$ cat src/rtl/ifu_pkg.sv
// ---------------------------------------------------------------------------
// ifu_pkg
// Shared definitions for the RV32E instruction fetch unit.
//   fetch_state_t : fetch sequencer states (IDLE/REQ/WAIT/HOLD)
//   INST_BYTES    : size of one instruction, the sequential pc step
//   RESET_PC      : default first fetch address after reset
//   word_align()  : clears the byte-offset bits of an address
// ---------------------------------------------------------------------------
package ifu_pkg;

  typedef enum logic [1:0] {
    IDLE = 2'd0,
    REQ  = 2'd1,
    WAIT = 2'd2,
    HOLD = 2'd3
  } fetch_state_t;

  localparam int          INST_BYTES = 4;
  localparam logic [31:0] RESET_PC   = 32'h8000_0000;

  // Instructions are word aligned; low address bits are forced to zero.
  function automatic logic [31:0] word_align(input logic [31:0] addr);
    return {addr[31:2], 2'b00};
  endfunction

endpackage

$ cat src/rtl/ifu_pc_sel.sv
// ---------------------------------------------------------------------------
// ifu_pc_sel
// Combinational next-pc selection for the fetch unit.
// Priority: redirect > sequential increment > hold.
// Ports:
//   pc               in  32  current pc
//   state            in  2   current fetch state (fetch_state_t encoding)
//   inst_ready       in  1   decoder consumes the presented instruction
//   redirect_valid   in  1   redirect request from execute
//   redirect_pc_word in  30  redirect target, word address bits [31:2]
//   next_pc          out 32  pc value for the next cycle
// ---------------------------------------------------------------------------
module ifu_pc_sel
  import ifu_pkg::*;
(
  input  logic [31:0] pc,
  input  logic [1:0]  state,
  input  logic        inst_ready,
  input  logic        redirect_valid,
  input  logic [29:0] redirect_pc_word,
  output logic [31:0] next_pc
);

  fetch_state_t cur_state;
  logic         redirect_take;
  logic         inst_fire;

  assign cur_state = fetch_state_t'(state);

  // Redirects arriving before the first fetch has started are ignored.
  assign redirect_take = redirect_valid && (cur_state != IDLE);

  // Only a consumed instruction advances the pc.
  assign inst_fire = (cur_state == HOLD) && inst_ready;

  always_comb begin
    next_pc = pc;
    if (redirect_take) begin
      next_pc = {redirect_pc_word, 2'b00};
    end else if (inst_fire) begin
      // Wraps silently past 32'hFFFF_FFFC.
      next_pc = pc + 32'(INST_BYTES);
    end
  end

endmodule

$ cat src/rtl/ifu.sv
// ---------------------------------------------------------------------------
// ifu
// Instruction fetch unit for the RV32E single-issue core. Holds the pc,
// issues one instruction-memory read at a time and presents the fetched word
// and its pc to the decoder over valid/ready. Execute-stage redirects replace
// the pc; a fetch already in flight when a redirect arrives is discarded.
// Ports:
//   clk, rst                 clock, asynchronous active-high reset
//   imem_req_valid   out 1   read request valid (state REQ)
//   imem_req_ready   in  1   memory accepts the request
//   imem_addr        out 32  request address (current pc)
//   imem_rsp_valid   in  1   read data valid, one pulse per accepted request
//   imem_rsp_data    in  32  read data
//   inst_valid       out 1   instruction valid toward the decoder (state HOLD)
//   inst_ready       in  1   decoder consumes the instruction
//   inst             out 32  fetched instruction
//   inst_pc          out 32  address of inst
//   redirect_valid   in  1   one-cycle pc redirect
//   redirect_pc      in  32  redirect target
//   misalign         out 1   one-cycle pulse: last redirect target was not
//                            word aligned
// All outputs come straight from registers; no input reaches an output
// combinationally.
// ---------------------------------------------------------------------------
module ifu #(
  parameter logic [31:0] RESET_PC = ifu_pkg::RESET_PC
) (
  input  logic        clk,
  input  logic        rst,
  output logic        imem_req_valid,
  input  logic        imem_req_ready,
  output logic [31:0] imem_addr,
  input  logic        imem_rsp_valid,
  input  logic [31:0] imem_rsp_data,
  output logic        inst_valid,
  input  logic        inst_ready,
  output logic [31:0] inst,
  output logic [31:0] inst_pc,
  input  logic        redirect_valid,
  input  logic [31:0] redirect_pc,
  output logic        misalign
);

  import ifu_pkg::*;

  fetch_state_t state_reg, state_next;
  logic [31:0]  pc_reg, pc_next;
  logic [31:0]  inst_reg, inst_next;
  logic [31:0]  inst_pc_reg, inst_pc_next;
  logic         discard_reg, discard_next;
  logic         misalign_reg, misalign_next;
  logic         redirect_take;

  // -------------------------------------------------------------------------
  // Next pc
  // -------------------------------------------------------------------------
  ifu_pc_sel u_pc_sel (
    .pc               (pc_reg),
    .state            (state_reg),
    .inst_ready       (inst_ready),
    .redirect_valid   (redirect_valid),
    .redirect_pc_word (redirect_pc[31:2]),
    .next_pc          (pc_next)
  );

  // -------------------------------------------------------------------------
  // State register
  // -------------------------------------------------------------------------
  always_ff @(posedge clk or posedge rst) begin
    if (rst) begin
      state_reg    <= IDLE;
      pc_reg       <= RESET_PC;
      inst_reg     <= 32'h0;
      inst_pc_reg  <= RESET_PC;
      discard_reg  <= 1'b0;
      misalign_reg <= 1'b0;
    end else begin
      state_reg    <= state_next;
      pc_reg       <= pc_next;
      inst_reg     <= inst_next;
      inst_pc_reg  <= inst_pc_next;
      discard_reg  <= discard_next;
      misalign_reg <= misalign_next;
    end
  end

  // -------------------------------------------------------------------------
  // Next-state logic
  // -------------------------------------------------------------------------
  assign redirect_take = redirect_valid && (state_reg != IDLE);

  always_comb begin
    state_next    = state_reg;
    discard_next  = discard_reg;
    inst_next     = inst_reg;
    inst_pc_next  = inst_pc_reg;
    misalign_next = redirect_take && (redirect_pc[1:0] != 2'b00);

    unique case (state_reg)
      IDLE: begin
        state_next = REQ;
      end

      REQ: begin
        if (imem_req_ready) begin
          state_next = WAIT;
          // The accepted address is the pre-redirect pc, so its data is stale.
          discard_next = redirect_take;
        end
      end

      WAIT: begin
        if (imem_rsp_valid) begin
          if (discard_reg || redirect_take) begin
            // Stale response: drop it and refetch from the (new) pc.
            state_next   = REQ;
            discard_next = 1'b0;
          end else begin
            // pc cannot change while waiting without a redirect, so pc_reg
            // is still the address of this response.
            inst_next    = imem_rsp_data;
            inst_pc_next = pc_reg;
            state_next   = HOLD;
          end
        end else if (redirect_take) begin
          discard_next = 1'b1;
        end
      end

      HOLD: begin
        // Redirect and consume both leave for REQ; the pc choice between
        // target and pc+4 is made in ifu_pc_sel.
        if (redirect_take || inst_ready) begin
          state_next = REQ;
        end
      end

      default: begin
        state_next = IDLE;
      end
    endcase
  end

  // -------------------------------------------------------------------------
  // Outputs, decoded from registered state only
  // -------------------------------------------------------------------------
  assign imem_req_valid = (state_reg == REQ);
  assign imem_addr      = pc_reg;
  assign inst_valid     = (state_reg == HOLD);
  assign inst           = inst_reg;
  assign inst_pc        = inst_pc_reg;
  assign misalign       = misalign_reg;

endmodule

$ cat config.mk
export PLATFORM = sky130hd
export DESIGN_NAME = ifu
export DESIGN_NICKNAME = d
export VERILOG_FILES = /design/src/rtl/ifu_pkg.sv /design/src/rtl/ifu_pc_sel.sv /design/src/rtl/ifu.sv
export SDC_FILE = /design/constraint.sdc
export NUM_CORES = 1
export LEC_CHECK = 0
export BUFFER_PORTS_ARGS = -buffer_cell sky130_fd_sc_hd__buf_4
export CORE_UTILIZATION = 50
export CTS_BUF_LIST = sky130_fd_sc_hd__clkbuf_8 sky130_fd_sc_hd__clkbuf_16
export DETAILED_ROUTE_END_ITERATION = 8
export GPL_TIMING_DRIVEN = 0
export PLACE_DENSITY = 0.8
export SLEW_MARGIN = 20
export SYNTH_ARGS = -nofsm -noshare
export SYNTH_HDL_FRONTEND = slang
export SYNTH_HIERARCHICAL = 1
export SYNTH_SLANG_ARGS = --single-unit
$ cat constraint.sdc
create_clock -name clk -period 3 [get_ports clk]
set_input_delay 0 -clock clk [delete_from_list [all_inputs] [get_ports clk]]
set_output_delay 0 -clock clk [all_outputs]
set_load 0.01 [all_outputs]
==> metrics.txt, run 1 <==
status finished, final reports clean; crit path DAT ~2.7 ns; Post-CTS Setup Inserts 0; Startpoint Class register; Fin Clk Skew around 0.02 ns; CP startpoint state_reg[0]; final setup violation count 0; routed wire length roughly 13 mm; count leader, synth dfrtp_1; Synth Register Bits 100; vias per cell ~5.3; Power, Total 0.00685 W; CTS H-tree depth 3; largest cells by area after synthesis dfrtp_1, mux2_4, nor2_1; fin cells between 700 and 800; HPWL Detailed approximately 8.3 mm; hold_buf cts 65; worst-margin pin slew roughly 0.62 ns; # clock sinks 100; syn_area_per_cell about 13 µm²; Post-synth EDFFs 0; Worst path max stage delay between 0.6 and 0.7 ns; Starting Density approximately 52%; power per cell area roughly 960 nW/µm²; first-pass GRT wire length about 21 mm; Hold Path Class in2reg; worst r2r src state_reg[0]; Worst setup EP type register; CTS Buffer Depth 2; CP delay by family, top simple AND/OR/NAND/NOR gates; CTS buffer count 9; # rows 35; die height around 100 µm; Worst-Skew Late Latency between 0.3 and 0.4 ns; RSZ-0062 raised after global routing false; synthesis-to-finish area growth 49.1%; DP Cell Count approximately 660; Yosys top cell area share about half; Distinct cells, synth 40; Final Hold Vio Count 0; Leakage between 3 and 4 nW; Final nets between 600 and 700; Total GRT Usage 27.6%; Vias ~4000; vias in the first global route ~4100; CP Class reg2reg; Slew HR ~58%; Max IR drop VDD approximately 0.47 mV; Synth warnings 6; fin crit share about four fifths; die area slightly below 10000 µm²; pin count of the biggest net entering global routing 55; area of the core a little over 9000 µm²; Remaining DRCs 0; final worst path period need approximately 2.4 ns; CTS tree yes; Req. time, crit path 3.26 ns; fmax roughly 0.42 GHz; Routed Antenna Nets 0; Top FF cell, synth dfrtp_1; layout cells sized above 1 between 40% and 50%; IO Pins approximately 170; FFs w/ async S/R, synth 100%; sequential area share after synthesis 52.6%; die width between 90 and 100 µm; Mapped Cells between 300 and 400; drt initial violations 112; initial antenna violation count 0; ANT cells 0; worst-path maximum fanout 9; Post-CTS Resized 0; slowest CP cell or4_4; net count after synthesis around 440; Post-Synthesis Cell Area 4760 µm²; max-cap violation count 0; wire per inst 17.8 µm; # port buffers between 150 and 200; Fin Hold WS just under 0.07 ns; crit path buf inv count 0; Yosys top cell by area dfrtp_1; GPL Wtd Cong 0.845; DR pass1 iterations 8; CTS Root Cell clkbuf_8; Hold Crit Start imem_req_ready; gr ovfl total 0; worst path cell trace nand3_1 > or4_4 > or4_1 > a31oi_1; max-slew violations 0; most common library cells after synthesis dfrtp_1, mux2_4, nor2_1, a31oi_1, a21oi_1; CTS clk-pin slew, worst paths approximately 0.11 ns
==> layout by cell type (no fill, tap or decap), types with 9 or more instances in the layout <==
master,count
nand2_1,10
o21ai_0,10
dfrtp_1,98
dlygate4sd3_1,65
nor2_1,33
a31oi_1,17
xnor2_1,11
a21oi_1,16
nand3_1,9
buf_4,169
mux2_4,60
nand4_1,9
clkbuf_8,10
==> layer usage <==
metal | global-route usage, % | wire length (µm) | up-vias
met2 | 45.8 | 6520 | 183
met3 | 4.43 | 727 | 34
met4 | 11.5 | 339 | 0
met5 | 0 | 0 | -
li1 | - | - | 1816
met1 | 36.1 | 5700 | 1903
==> kinds of logic after synthesis <==
family	synth area share [%]
DFF	52.6
muxes	20.5
buffers and inverters	4.07
xor gates and xnor gates	2.39
AOI/OAI and AO/OA	6.52
and+or+nand+nor	12.3
adders and majority gates	1.58
==> worst register-to-register path, cell delays in order (launching register included) <==
cell and delay [ns]:
dfrtp_1 0.54, nand3_1 0.35, or4_4 0.65, or4_1 0.49, a31oi_1 0.27
==> report_power, final <==
group | internal (W) | switching, W | total [W]
clock network | 0.000499 | 0.000494 | 0.000993
registers | 0.00200 | 0.000706 | 0.00271
logic | 0.00183 | 0.00131 | 0.00315
total | 0.00434 | 0.00251 | 0.00685
==> through the flow <==
step,utilization (%),setup TNS [ns],cell area (µm²),setup slack (ns)
final,76.8,0,7100,0.608
after CTS,76.8,0,7100,0.674
after floorplan,-,0,4760,0.385
after global placement,66.9,-68.45,6180,-0.703
after global routing,76.8,0,7100,0.489
after detailed placement,67.3,0,6220,0.716
==> layout make-up <==
cell class	count	area, µm²
buffer	16	164
clock buffer	10	138
clock inverter	6	92.6
fill	580	2140
inverter	8	35.0
multi-input combinational	242	2060
sequential	100	2500
tap	129	161
timing repair buffer	234	1940
==> path summary, 6_finish.rpt <==
path,end,slack (ns),depth (start not counted)
max,imem_addr[28],0.61,4
min,discard_reg,0.07,4
max reg2reg,imem_addr[28],0.61,4
min reg2reg,inst_pc[26],0.52,1
max in group asynchronous,inst_pc[31],2.13,4
min in group asynchronous,inst[13],0.21,3
Power figures use the tool's default switching activity.
==> inputs of run 2 (changes only) <==
--- a/config.mk
+++ b/config.mk
@@ -5,12 +5,13 @@
 export SDC_FILE = /design/constraint.sdc
 export NUM_CORES = 1
 export LEC_CHECK = 0
+export ABC_AREA = 1
 export BUFFER_PORTS_ARGS = -buffer_cell sky130_fd_sc_hd__buf_4
-export CORE_UTILIZATION = 50
+export CORE_UTILIZATION = 46
 export CTS_BUF_LIST = sky130_fd_sc_hd__clkbuf_8 sky130_fd_sc_hd__clkbuf_16
 export DETAILED_ROUTE_END_ITERATION = 8
 export GPL_TIMING_DRIVEN = 0
-export PLACE_DENSITY = 0.8
+export PLACE_DENSITY = 0.77
 export SLEW_MARGIN = 20
 export SYNTH_ARGS = -nofsm -noshare
 export SYNTH_HDL_FRONTEND = slang
==> constraint.sdc (replaced) <==
create_clock -name clk -period 2.05 [get_ports clk]
set_input_delay 0 -clock clk [delete_from_list [all_inputs] [get_ports clk]]
set_output_delay 0 -clock clk [all_outputs]
set_load 0.01 [all_outputs]
==> run 2 against run 1 <==
  * Cell count grew 36%
  * Non-clock buffer count grew 7
  * Power grew 36%
  * Synthesized cell count grew 70%
  * Global-route usage shrank 1.5 points
  * Setup slack lost 0.43 ns
  * Sequential cell count is the same
  * Clock power grew 17%
==> metrics.txt, run 2 <==
status finished, final reports clean; FFs w/ async S/R, synth between 90% and 100%; final setup violation count 0; # port buffers 168; Req. time, crit path 2.33 ns; Yosys top cell area share between 40% and 50%; Slew HR 65.6%; Mapped Cells approximately 620; CTS buffer count 9; Fin Setup TNS 0 ns; adder-cell share of the synthesized area 1.50%; Synth warnings 6; Hold Path Class in2reg; die height 106 µm; R2R cell count 9; final worst path period need between 1.5 and 2 ns; RSZ-0062 raised after global routing false; setup ws final ~0.18 ns; power per cell area 1260 nW/µm²; area of the core around 10000 µm²; die width roughly 110 µm; WP depth 9; CP Class reg2reg; synthesis-to-finish area growth 46.8%; Fin Clk Skew between 0.01 and 0.015 ns; GPL Wtd Cong ~0.85; final design instance area without fill roughly 7300 µm²; Post-CTS Setup Inserts 0; gr ovfl total 0; largest cells by area after synthesis dfrtp_1, nand2_1, inv_1; Top FF cell, synth dfrtp_1; Simple-Gate Fraction of Synth Area 27.1%; DR pass1 iterations 5; crit path buf inv count 4; Max IR drop VDD approximately 0.65 mV; HPWL Detailed 10.1 mm; CP delay by family, top buffers and inverters; CTS clk-pin slew, worst paths ~0.10 ns; IO Pins between 150 and 200; Final nets 947; Fin Hold WS approximately 0.040 ns; Hold Path Depth 3; Worst setup EP type register; CTS H-tree depth 3; worst path cell trace inv_1 > ha_1 > inv_2 > nand2_2 > nand3_2 > buf_6 > buf_2 > nand2_1 > o21ai_1; crit path DAT between 2 and 2.5 ns; worst-margin pin slew 0.517 ns; sequential area share after synthesis between 50% and 60%; Starting Density between 40% and 50%; slowest CP cell dfrtp_1; post-synthesis compound-gate area fraction a little under a tenth; net count after synthesis approximately 700; Final Hold Vio Count 0; fill count 827; Synth Register Bits 100; Post-synth EDFFs 0; most frequent cells in the layout nand2_1, buf_4, inv_1; post-place setup slack roughly 0.22 ns; met3 wire length between 600 and 700 µm; initial antenna violation count 0; worst-path maximum fanout 10; most common cell after layout, fill and taps aside nand2_1; Routed Antenna Nets 0; Total GRT Usage 26.1%; post-synthesis xor/xnor area fraction between 1 and 1.5%; Vias about 5000; CTS Buffer Depth 2; # rows 37; # clock sinks 100; layout cells sized above 1 between 20% and 30%; vias in the first global route around 5000; Remaining DRCs 0; Distinct cells, synth 30; CTS tree yes; first-pass GRT wire length around 23 mm; Leakage between 3 and 4 nW; drt initial violations 300; Startpoint Class register; ANT cells 0; top layer in use met4; syn_area_per_cell about 8.0 µm²; WL met2 7.35 mm; Placed Area between 6000 and 7000 µm²; most common library cells after synthesis nand2_1, inv_1, dfrtp_1, o21ai_1, nand3_1; fin crit share 91.2%; mux cell area share after synthesis 0%; Post-Synthesis Cell Area 5000 µm²; max-cap violation count 0; Worst-Skew Late Latency between 0.3 and 0.4 ns; routed wire length 14.3 mm; vias per cell approximately 4.9; Worst path max stage delay 0.54 ns; largest family of logic cells by synthesized area simple AND/OR/NAND/NOR gates; pin count of the biggest net entering global routing 34; fmax ~0.53 GHz; count leader, synth nand2_1; CTS Root Cell clkbuf_8; wire per inst between 10 and 15 µm; die area 11300 µm²; Power, Total between 0.009 and 0.01 W; routed metal-1 wire length ~6.0 mm; max-slew violations 0; Yosys top cell by area dfrtp_1
[run 2: worst reg2reg max path, delay by kind of cell, from the launching register on]
family                   cells  cell delay (ns)
buffers and inverters        4             0.63
flip-flops                   1             0.54
AND/OR/NAND/NOR              3             0.30
adder cells (fa/ha/maj)      1             0.24
AO/OA/AOI/OAI                1             0.10
[run 2: cell type report]
cell class	count	area, µm²	area share [%]
multi-input combinational	392	1950	26.5
inverter	111	420	5.72
timing repair buffer	237	1990	27.1
clock buffer	10	138	1.87
buffer	20	133	1.81
sequential	100	2500	34.1
clock inverter	6	40.0	0.545
tap	136	170	2.32
[run 2: repair_timing]
item                                    CTS  global route
gates resized for setup                   0             0
endpoints found under the hold margin   162             0
endpoints found under the setup margin    0             0
hold buffers                             66             0
[run 2: cells by family (layout without fill, tap and decap cells)]
kind of cell             count (synthesis)  count (layout)
AO/OA/AOI/OAI                           88              88
buffers and inverters                  131             384
adder cells (fa/ha/maj)                  6               6
AND/OR/NAND/NOR                        291             291
XOR/XNOR                                 7               7
flip-flops                             100             100
[run 2: layer usage]
layer / up-vias / global-route usage (%)
met4: 0 / 11.1
met5: - / 0
li1: 2438 / -
met3: 26 / 3.56
met2: 161 / 45.9
met1: 2302 / 31.9
[run 2: worst paths after layout]
kind	endpoint	slack (ns)	start
setup reg to reg	inst_pc[7]	0.18	state_reg[0]
hold reg to reg	inst_pc[31]	0.48	inst_pc[31]
hold / removal	imem_addr[2]	0.04	redirect_valid
setup / recovery	inst_pc[7]	0.18	state_reg[0]
min in group asynchronous	inst[2]	0.20	rst
max in group asynchronous	inst_pc[31]	1.27	rst
[run 2: where the power goes]
part / internal [W] / switching [W]
clock: 0.000474 / 0.000691
combinational: 0.00207 / 0.00224
sequential: 0.00289 / 0.000921
total: 0.00543 / 0.00385
[run 2: stage by stage]
stage	std cells	util [%]
floorplan	623	-
global placement	927	61.8
detailed placement	930	62.5
CTS	1012	70.5
global route	1012	70.5
finish	1012	70.5
==> inputs of run 3 (changes only) <==
--- a/config.mk
+++ b/config.mk
@@ -8,9 +8,8 @@
 export ABC_AREA = 1
 export BUFFER_PORTS_ARGS = -buffer_cell sky130_fd_sc_hd__buf_4
 export CORE_UTILIZATION = 46
-export CTS_BUF_LIST = sky130_fd_sc_hd__clkbuf_8 sky130_fd_sc_hd__clkbuf_16
+export CTS_BUF_LIST = sky130_fd_sc_hd__clkbuf_16
 export DETAILED_ROUTE_END_ITERATION = 8
-export GPL_TIMING_DRIVEN = 0
 export PLACE_DENSITY = 0.77
 export SLEW_MARGIN = 20
 export SYNTH_ARGS = -nofsm -noshare
==> run 3 against run 2 <==
  * Critical path depth is the same
  * Core utilization grew 0.29 points
  * Wire length shrank 5.7%
  * Global-route usage shrank 1.3 points
  * Sequential cell count is the same
  * Critical path type unchanged
  * Largest power group unchanged
==> metrics.txt, run 3 (synthesis gave the netlist of run 2 again) <==
crit path DAT about 2.0 ns; Leakage roughly 3.9 nW; GPL Wtd Cong between 0.8 and 0.9; power per cell area ~1300 nW/µm²; fill count 804; slowest CP cell dfrtp_1; status finished, final reports clean; Remaining DRCs 0; Slew HR a little under three fifths; final worst path period need ~1.8 ns; HPWL Detailed 9.13 mm; routed wire length 13.5 mm; Worst setup EP type register; layout cells sized above 1 a little over a quarter; FF-to-FF End discard_reg; CTS clk-pin slew, worst paths 0.06 ns; Routed Antenna Nets 0; reg2reg setup slack around 0.28 ns; CP delay by family, top flip-flops; Total GRT Usage 24.8%; Req. time, crit path 2.28 ns; worst-path maximum fanout between 70 and 80; Worst Hold End misalign; worst path cell trace inv_1 > ha_1 > inv_2 > nand2_2 > nand3_4 > buf_12 > nand3_1 > nand2_1 > nand2_1; # rows 37; Worst path max stage delay 0.50 ns; Max IR drop VDD about 0.76 mV; Final Hold Vio Count 0; Startpoint Class register; CP dominant cell by count nand2_1; ANT cells 0; IO Pins between 150 and 200; drt initial violations roughly 370; CTS Root Cell clkbuf_16; Final nets between 900 and 1000; DR pass1 iterations 5; max-cap violation count 0; worst-margin pin slew 0.651 ns; R2R cell count 9; gr ovfl total 0; CP Class reg2reg; fmax roughly 0.56 GHz; most common cell after layout, fill and taps aside nand2_1; fin crit share roughly 87%; max-slew violations 0; CTS buffer count 9; CTS tree yes; crit path buf inv count 3; Power, Total 0.00978 W; Post-CTS Resized 0; worst r2r src state_reg[0]; Hold Path Class in2reg; wire per inst 13.6 µm; Starting Density between 40% and 50%; vias in the first global route roughly 4700; die area roughly 11000 µm²; area of the core between 10000 and 15000 µm²; Vias 4826; RSZ-0062 raised after global routing false; initial antenna violation count 0; Fin Clk Skew between 0.01 and 0.015 ns; CTS H-tree depth 3; final setup violation count 0; Fin Setup TNS 0 ns; pin count of the biggest net entering global routing 75; die height 106 µm; Worst-Skew Late Latency between 0.3 and 0.4 ns; die width 106 µm; synthesis-to-finish area growth 47.4%; # clock sinks 100; first-pass GRT wire length around 22 mm; vias per cell between 4 and 5; most frequent cells in the layout nand2_1, buf_4, inv_1; # port buffers approximately 170; Hold Crit Start redirect_valid; Hold Path Depth 3; CTS Buffer Depth 2
[run 3: layer usage]
metal	vias to the layer above	share of wire (%)	track usage, %
met5	-	0	0
met3	30	5.1	2.76
met1	2232	42	31.1
li1	2396	-	-
met4	0	2.8	11.3
met2	168	50	42.9
[run 3: worst max path at each step]
stage	from	endpoint	slack [ns]	depth (start not counted)
3_3_place_gp	state_reg[0]	discard_reg	0.39	9
6_report	state_reg[0]	discard_reg	0.28	9
3_5_place_dp	state_reg[0]	discard_reg	0.30	9
4_1_cts	state_reg[0]	discard_reg	0.26	9
5_1_grt	state_reg[0]	discard_reg	0.13	9
2_1_floorplan	state_reg[0]	inst[26]	0.54	9
[run 3: through the flow]
| stage | worst slack, ns | instances | hold slack (ns) | util, % | instance area [µm²] |
|---|---|---|---|---|---|
| after global placement | 0.391 | 913 | 0.106 | 61.6 | 6420 |
| after floorplan | 0.536 | 623 | 0.0962 | - | 5010 |
| final | 0.275 | 994 | 0.00261 | 70.8 | 7370 |
| after global routing | 0.129 | 994 | 0.0221 | 70.8 | 7370 |
| after CTS | 0.257 | 994 | 0.00254 | 70.8 | 7370 |
| after detailed placement | 0.296 | 913 | 0.113 | 61.6 | 6420 |
[run 3: layout make-up]
class                      instances  area [µm²]  share of cell area, %
sequential                       100        2500                   34.0
inverter                         111         420                   5.70
clock buffer                       9         225                   3.05
tap                              136         170                   2.31
clock inverter                     7        77.6                   1.05
timing repair buffer             239        2020                   27.4
multi-input combinational        392        1960                   26.5
[run 3: power breakdown]
group / internal [W] / switching [W]
sequential: 0.00289 / 0.000924
clock: 0.000954 / 0.000753
combinational: 0.00205 / 0.00221
total: 0.00590 / 0.00388
[run 3: what timing repair did]
item	4_1_cts	5_1_grt
hold endpoints to repair	87	0
buffers inserted	0	0
hold buffers	65	0
[run 3: worst min-delay path: cells and delay by family]
kind          cells  cell delay (ns)
simple gates      2             0.20
buf+inv           1             0.11
